### src/rtl/div_real_seq.sv
// div_real_seq
// Sequential restoring radix-2 divider for svreal-style fixed-point values.
// Every signal's real value is its signed integer times 2^EXP.
// Computes q = a / b, producing one quotient bit per clock, then
// applies the sign and saturates the result into the quotient format.
//
// Ports:
//   clk, rst     clock, synchronous active-high reset
//   a            dividend, signed, A_WIDTH bits, exponent A_EXP
//   b            divisor, signed, B_WIDTH bits, exponent B_EXP
//   in_valid     a/b valid
//   in_ready     divider idle, can accept a new operation
//   q            quotient, signed, Q_WIDTH bits, exponent Q_EXP
//   div_by_zero  b was zero for this result
//   ovfl         result saturated
//   out_valid    q and flags valid
//   out_ready    downstream accepts the result
module div_real_seq #(
  parameter int A_WIDTH = 16,
  parameter int A_EXP   = -8,
  parameter int B_WIDTH = 17,
  parameter int B_EXP   = -9,
  parameter int Q_WIDTH = 18,
  parameter int Q_EXP   = -10
) (
  input  logic               clk,
  input  logic               rst,
  input  logic [A_WIDTH-1:0] a,
  input  logic [B_WIDTH-1:0] b,
  input  logic               in_valid,
  output logic               in_ready,
  output logic [Q_WIDTH-1:0] q,
  output logic               div_by_zero,
  output logic               ovfl,
  output logic               out_valid,
  input  logic               out_ready
);

  // Aligning a's binary point to q's needs a left shift of a by SHIFT bits.
  localparam int SHIFT = A_EXP - B_EXP - Q_EXP;
  localparam int ITER  = A_WIDTH + SHIFT;
  localparam int CNT_W = $clog2(ITER + 1);
  // Common width wide enough for both the raw quotient and the q range limit.
  localparam int CW    = ((ITER > Q_WIDTH) ? ITER : Q_WIDTH) + 1;

  generate
    if (SHIFT < 0) begin : g_bad_shift
      $error("div_real_seq: A_EXP - B_EXP - Q_EXP must be >= 0");
    end
  endgenerate

  typedef enum logic [1:0] {IDLE, CALC, FIX, DONE} state_t;

  state_t state, next_state;

  logic               sign;
  logic               div0;
  logic [ITER-1:0]    dividend;
  logic [B_WIDTH-1:0] divisor;
  logic [B_WIDTH-1:0] rem;
  logic [ITER-1:0]    quo;
  logic [CNT_W-1:0]   count;

  logic [A_WIDTH-1:0] abs_a;
  logic [B_WIDTH-1:0] abs_b;
  logic [B_WIDTH:0]   rem_shift;
  logic               take;
  logic [Q_WIDTH-1:0] q_fix;
  logic               ovfl_fix;

  // Magnitudes are unsigned, so the most negative input is represented exactly.
  always_comb begin
    abs_a     = a[A_WIDTH-1] ? (~a + A_WIDTH'(1)) : a;
    abs_b     = b[B_WIDTH-1] ? (~b + B_WIDTH'(1)) : b;
    rem_shift = {rem, dividend[ITER-1]};
    take      = (rem_shift >= {1'b0, divisor});
  end

  // Sign application and saturation of the raw quotient magnitude.
  // A negative magnitude of exactly 2^(Q_WIDTH-1) is representable, so it
  // maps to the minimum value without flagging overflow.
  always_comb begin
    logic [CW-1:0]      quo_ext;
    logic [CW-1:0]      lim;
    logic [Q_WIDTH-1:0] q_max;
    logic [Q_WIDTH-1:0] q_min;
    quo_ext  = CW'(quo);
    lim      = CW'(1) << (Q_WIDTH - 1);
    q_max    = {1'b0, {(Q_WIDTH-1){1'b1}}};
    q_min    = {1'b1, {(Q_WIDTH-1){1'b0}}};
    q_fix    = '0;
    ovfl_fix = 1'b0;
    if (div0) begin
      // b is zero here, so sign is simply the sign of a.
      q_fix    = sign ? q_min : q_max;
      ovfl_fix = 1'b1;
    end else if (!sign) begin
      if (quo_ext >= lim) begin
        q_fix    = q_max;
        ovfl_fix = 1'b1;
      end else begin
        q_fix = Q_WIDTH'(quo_ext);
      end
    end else begin
      if (quo_ext > lim) begin
        q_fix    = q_min;
        ovfl_fix = 1'b1;
      end else begin
        q_fix = Q_WIDTH'(CW'(0) - quo_ext);
      end
    end
  end

  // State register.
  always_ff @(posedge clk) begin
    if (rst) state <= IDLE;
    else     state <= next_state;
  end

  // Next-state and handshake outputs. CALC lingers one extra edge after the
  // counter hits zero, giving a fixed ITER+2 edge latency to out_valid.
  always_comb begin
    next_state = state;
    in_ready   = 1'b0;
    out_valid  = 1'b0;
    case (state)
      IDLE: begin
        in_ready = 1'b1;
        if (in_valid) next_state = CALC;
      end
      CALC: begin
        if (count == '0) next_state = FIX;
      end
      FIX: begin
        next_state = DONE;
      end
      DONE: begin
        out_valid = 1'b1;
        if (out_ready) next_state = IDLE;
      end
      default: next_state = IDLE;
    endcase
  end

  // Datapath: operand capture, restoring iterations, result register.
  always_ff @(posedge clk) begin
    if (rst) begin
      sign        <= 1'b0;
      div0        <= 1'b0;
      dividend    <= '0;
      divisor     <= '0;
      rem         <= '0;
      quo         <= '0;
      count       <= '0;
      q           <= '0;
      div_by_zero <= 1'b0;
      ovfl        <= 1'b0;
    end else begin
      case (state)
        IDLE: begin
          if (in_valid) begin
            sign     <= a[A_WIDTH-1] ^ b[B_WIDTH-1];
            div0     <= (b == '0);
            dividend <= ITER'(abs_a) << SHIFT;
            divisor  <= abs_b;
            rem      <= '0;
            quo      <= '0;
            count    <= CNT_W'(ITER);
          end
        end
        CALC: begin
          if (count != '0) begin
            dividend <= dividend << 1;
            if (take) begin
              rem <= B_WIDTH'(rem_shift - {1'b0, divisor});
              quo <= {quo[ITER-2:0], 1'b1};
            end else begin
              rem <= rem_shift[B_WIDTH-1:0];
              quo <= {quo[ITER-2:0], 1'b0};
            end
            count <= count - CNT_W'(1);
          end
        end
        FIX: begin
          q           <= q_fix;
          ovfl        <= ovfl_fix;
          div_by_zero <= div0;
        end
        default: ;
      endcase
    end
  end

endmodule
### config.mk
export PLATFORM = sky130hd
export DESIGN_NAME = div_real_seq
export DESIGN_NICKNAME = d
export VERILOG_FILES = /design/src/rtl/div_real_seq.sv
export SDC_FILE = /design/constraint.sdc
export NUM_CORES = 1
export LEC_CHECK = 0
export CAP_MARGIN = 40
export CORE_ASPECT_RATIO = 1.4
export CORE_MARGIN = 5
export CORE_UTILIZATION = 58
export CTS_CLUSTER_DIAMETER = 150
export DETAILED_ROUTE_END_ITERATION = 10
export PLACE_DENSITY = 0.81
export SETUP_SLACK_MARGIN = 0.02
export SLEW_MARGIN = 40
export SYNTH_ARGS = -nofsm -noshare
export SYNTH_HDL_FRONTEND = slang
export SYNTH_SLANG_ARGS = --single-unit
### constraint.sdc
create_clock -name clk -period 3.35 [get_ports clk]
set_input_delay 0.67 -clock clk [delete_from_list [all_inputs] [get_ports clk]]
set_output_delay 0.67 -clock clk [all_outputs]
set_load 0.03 [all_outputs]
# [Word-level counts from Yosys, hierarchy flattened]
# Cells that the tools add are included.
[op_classes] n_addsub=5 order_cmp=3 n_eq_ne=7 n_mux=31 bitwise_logic=3 n_reduce_logical=8
[op_table] operator="27-bit two-way mux" count=4
[op_table] operator="27-bit case mux with 2 select lines" count=2
[op_table] operator="18-bit two-way mux" count=5
[op_table] operator="17-bit two-way mux" count=4
[op_table] operator="17-bit case mux with 2 select lines" count=1
[op_table] operator="27-bit by 18-bit >= comparator with 1-bit output, second input constant" count=1
[op_table] operator="27-bit by 18-bit > comparator with 1-bit output, second input constant" count=1
[op_table] operator="18-bit by 17-bit >= comparator with 1-bit output" count=1
[op_table] operator="1-bit by 18-bit subtractor with 18-bit output, first input constant" count=1
[op_table] operator="17-bit by 1-bit adder with 17-bit output, second input constant" count=1
[op_table] operator="17-bit zero test" count=1
[op_table] operator="17-bit inverter" count=1
[op_table] operator="17-bit subtractor" count=1
[op_table] operator="16-bit by 1-bit adder with 16-bit output, second input constant" count=1
[op_table] operator="16-bit two-way mux" count=1
[op_table] operator="16-bit inverter" count=1
[op_table] operator="5-bit two-way mux" count=2
[op_table] operator="5-bit case mux with 2 select lines" count=1
[op_table] operator="2-bit != test, second input constant" count=4
[op_table] operator="2-bit case mux with 4 select lines" count=1
[op_table] operator="1-bit two-way mux" count=7
[op_table] operator="2-bit two-way mux" count=3
[op_table] operator="3-bit AND reduction" count=2
[op_table] operator="5-bit zero test" count=1
[op_table] operator="other kinds (8)" count=9
[word_totals] regBits=117 in_bits=37 word_cells=68

# [Logic depth before layout (Yosys ltp)]
[depth] ltp_word=5 mapped_depth=11 ltp_nobuf=10

# [Worst setup path before layout]
# No wires, ideal clock.
[synth_timing] path_kind="reg2reg" from="reg dividend[26]" to="reg rem[2]" setup_ps=120 arrival_ps=2348 required_time_ps=3230 setup_slack_ps=882 stages_incl_launch_ff=11 path_buffers=1 period_less_slack_ps=2468 path_cell_list="dfxtp_1 > inv_1 > ha_1 > fa_1 > nand2b_1 > a211oi_1 > nor2b_1 > o211ai_1 > buf_2 > mux2i_1 > o21ai_1"
[synth_via] elab_chain_cells=4 word_cells_on_any_way=5 cone_classes="add/sub (1); order compare (1); mux (3)"
[synth_lines] item="start: declaration" line="58" text="logic [ITER-1:0] dividend;"
[synth_lines] item="start signal: assignment" line="164" text="dividend <= ITER'(abs_a) << SHIFT;"
[synth_lines] item="start signal: assignment" line="173" text="dividend <= dividend << 1;"
[synth_lines] item="17-bit subtractor / 18-bit by 17-bit >= comparator with 1-bit output (equally long branches)" line="175, 76"
[synth_lines] item="17-bit two-way mux (*)" line="174" text="if (take) begin"
[synth_lines] item="17-bit two-way mux (*)" line="172" text="if (count != '0) begin"
[synth_lines] item="17-bit case mux with 2 select lines (*)" line="159" text="case (state)"
[synth_lines] item="end signal: assignment" line="175" text="rem <= B_WIDTH'(rem_shift - {1'b0, divisor});"
[synth_lines] item="end signal: assignment" line="178" text="rem <= rem_shift[B_WIDTH-1:0];"
[synth_lines] item="end: declaration" line="60" text="logic [B_WIDTH-1:0] rem;"
# Every way passes the cells marked *; elsewhere a longest branch is shown, timed or not. The select of a mux whose other input is x is not followed.
# A chain may end at the register's enable or synchronous reset.

# [Final worst setup path]
[layout_timing] from="reg dividend[26]" to="reg rem[6]"
# The elaborated chain is that of the path after synthesis.

==> results.ini <==
[timing]
maxSlewHeadroom=0.507
fin_crit_ns=2.76
max_freq_mhz=363
setup_tns_ns=0
postLayoutSetupSlackWorst_ns=0.592
finalHoldViolCount=0
fin_skew_ns=0.00873
timing_worst_slew_pin_value_ns=0.737
fin_crit_sh=0.823
report.final.setup_viol=0
rsz0062_at_grt=no
max_slew_violations=0

[setup_path]
critical_path.cell_chain=inv_1 -> ha_1 -> fa_1 -> nand2b_1 -> a211oi_1 -> nor2b_1 -> o211ai_1 -> buf_4 -> mux2i_1 -> o21ai_1
timing.critical_path.required_ns=3.58
setup_crit_start_kind=register
reg2reg_depth=10
worst-r2r-setup-slack_ns=0.59
critical_path.n_buffers_inverters=2
cp_top_family=compound AO/OA/AOI/OAI gates
regToRegEndpoint=rem[6]
critical_path.slowest_cell=fa_1
timing.critical_path.fanout_max=12
max_stage_delay_ns=0.40
worstSetupPathType=reg -> reg
worstPathArrival_ns=2.99
worstReg2RegStart=dividend[26]
end_kind=register

[route]
wirelength_mm=15.8
viasPerCell=6.05
detailroute.via_count=5932
drt_drc_violations_left=0
initialDrtViolationCount=242
wire_per_inst_um=16.2
antenna_left=0
detailedRoute.firstPassIterationCount=5

[worst_hold_path]
cell_count_of_the_worst_hold_path=2
hp-class=reg -> reg
hold_path_startpoint=divisor[7]
holdPathEnd=divisor[7]

[global_route]
globalRoute.totalOverflow=0
maximum_number_of_pins_on_one_net_before_global_route_repair=38
grt.met3_usage=0.0335
number_of_antenna_violations_at_the_first_check_in_global_routing=0
grt_util_met1=0.266
grtUsageTotal=0.240
top_usage_layer=met2
met2_usage=0.434
global_route_wire_length_before_repair_mm=26.4
via_count_of_the_first_global_routing_pass=5877

[floorplanning]
die_w_um=98.1
std_cell_rows=45
initial_standard_cell_utilization_of_the_core=0.586
die_h_um=133
top_level_i_o_count=59
core_area_um2=10800
fp.dieArea_um2=13100

[power]
share_of_total_power_in_combinational_logic=0.562
intPower_mw=3.39
seqPwrFrac=0.276
power.leakage_nw=2.67
design_power_total_mw=6.23
worst_ir_drop_on_vdd_v=0.000467
powerDensity_nw_per_um2=864
switching_component_of_the_power_mw=2.84
power_frac_clock=0.162
power.share.switching=0.456

[logic_synthesis]
synth_fp_nets=857
synthesis.area_per_instance_um2=7.94
synth_area_leader_cell=dfxtp_1
yosys-top-cells-area=dfxtp_1, nand2_1, ha_1, nor2_1, a21oi_1
yosysWarningCount=0
async_flop_share=0
syn-instance-count=793
synth-seq-cells=106
synthDistinctLibCells=75
post-synth-top-area-fraction=0.337
yosysSeqAreaShare=0.337
post_synth_instance_area_um2=6300
ys_dominant_reg_cell=dfxtp_1
post_synth_edffs=0

[cts]
clock_h_tree_levels=3
cts_tree=built
clock_sinks=106
post-cts-setup-buffer-count=0
post_cts_hold_buffer_count=0
clock-root-buffer=clkbuf_16
cts_resized=0
cts_inserted_buffers=9
clk_pin_slew_ns=0.07
worstSkewPairLatency_ns=0.35
maximum_buffer_depth_of_the_clock_tree=2

[placed_design]
hpwl_mm=11.7
pre_cts_ws_ns=0.261
gp_routability_congestion=0.921
post-place-cells=964
dpl_cell_area_um2=6930
placement.io_buffers=58

[run_status]
result_of_the_run=complete, no violations

[run]
max_cap_violations=0

[finish]
area.growth.synth_to_final_pct=14.5
final_cell_count_no_fill=980
final_design_area_excluding_fillers_um2=7210
post_route_cells_drive_above_1_share=0.0572
insertedDiodeCount=0
layout.nets=898

==> Yosys cell counts, types with 3 or more instances <==
cell type	n
or3_1	12
clkbuf_8	4
xnor2_1	17
o211ai_1	9
and2_1	3
mux2i_1	8
nor4_1	7
a31oi_1	4
a22o_1	3
nand2_1	89
o21a_1	4
a32oi_1	8
a311oi_1	3
clkbuf_1	30
nor3_1	24
buf_6	3
a21o_1	3
or4_1	7
nor2b_1	5
inv_1	37
a211oi_1	21
xor2_1	23
o31ai_1	11
a22oi_1	28
o41ai_1	5
o21ai_0	59
nand3_1	6
nor2_1	85
dfxtp_1	106
o21ai_1	10
ha_1	26
nand4_1	3
nand2b_1	17
buf_2	3
a21oi_1	60
==> stage by stage <==
step / util / hold WS [ns]
floorplan: - / 0.432
finish: 0.671 / 0.450
CTS: 0.671 / 0.457
global route: 0.671 / 0.474
global placement: 0.644 / 0.442
detailed placement: 0.644 / 0.445
==> state kept, by name (all words and copies together) (netlist names) <==
name,count
divisor,17
div_by_zero,1
sign,1
dividend,16
ovfl,1
state,2
q,18
count,5
rem,17
quo,27
div0,1
==> worst max-delay path by stage <==
| stage | cells after the start | start | end |
|---|---|---|---|
| CTS | 10 | dividend[26] | rem[6] |
| global placement | 9 | b[0] | div0 |
| detailed placement | 9 | b[0] | divisor[16] |
| global route | 8 | divisor[15] | rem[5] |
| floorplan | 10 | dividend[26] | rem[2] |
| finish | 10 | dividend[26] | rem[6] |
==> power groups by stage <==
stage	Sequential, mW	Combinational (mW)	Clock (mW)
6_report	1.72	3.50	1.01
4_1_cts	1.72	3.48	1.03
2_1_floorplan	1.81	2.52	0
3_3_place_gp	1.73	3.33	0
5_1_grt	1.75	3.87	1.09
3_5_place_dp	1.74	3.45	0
==> worst reg2reg max path: stages (launching register included) <==
cell	delay, ns
dfxtp_1	0.34
inv_1	0.08
ha_1	0.22
fa_1	0.40
nand2b_1	0.18
a211oi_1	0.30
nor2b_1	0.17
o211ai_1	0.39
buf_4	0.28
mux2i_1	0.22
o21ai_1	0.07
==> cells in the final DEF, fill, tap and decap left out, types with 4 or more instances in the layout <==
cell type / synthesis / final
a22oi_1: 28 / 28
a211oi_1: 21 / 21
o21ai_0: 59 / 59
or3_1: 12 / 12
o211ai_1: 9 / 9
o21ai_1: 10 / 9
nand3_1: 6 / 6
inv_1: 37 / 37
a32oi_1: 8 / 8
o31ai_1: 11 / 11
buf_4: 1 / 15
o21a_1: 4 / 4
mux2i_1: 8 / 8
ha_1: 26 / 26
clkdlybuf4s50_1: 0 / 57
nand2b_1: 17 / 17
nor2b_1: 5 / 5
or4_1: 7 / 7
nor4_1: 7 / 7
xnor2_1: 17 / 17
nand2_1: 89 / 89
o41ai_1: 5 / 5
xor2_1: 23 / 23
dfxtp_1: 106 / 106
a21oi_1: 60 / 60
nor2_1: 85 / 85
clkbuf_16: 0 / 9
nor3_1: 24 / 24
a31oi_1: 4 / 4
==> cell families after synthesis <==
kind of cell,synth area share
buf+inv,0.0618
fa+ha+maj,0.0548
compound gates,0.263
flops,0.337
simple gates,0.214
mux,0.0145
xor+xnor,0.0556
==> metal layers <==
metal,vias up,routed length (um)
met4,0,685
li1,2928,-
met3,50,579
met1,2785,6280
met5,-,0
met2,169,8300
==> cell type report <==
| type | instances | area, um^2 |
|---|---|---|
| tap | 141 | 176 |
| clock inverter | 7 | 60.1 |
| inverter | 38 | 143 |
| fill | 901 | 3540 |
| sequential | 106 | 2120 |
| timing repair buffer | 73 | 688 |
| clock buffer | 9 | 225 |
| multi-input combinational | 606 | 3800 |
Note: power is estimated with default switching activity, not from simulation.
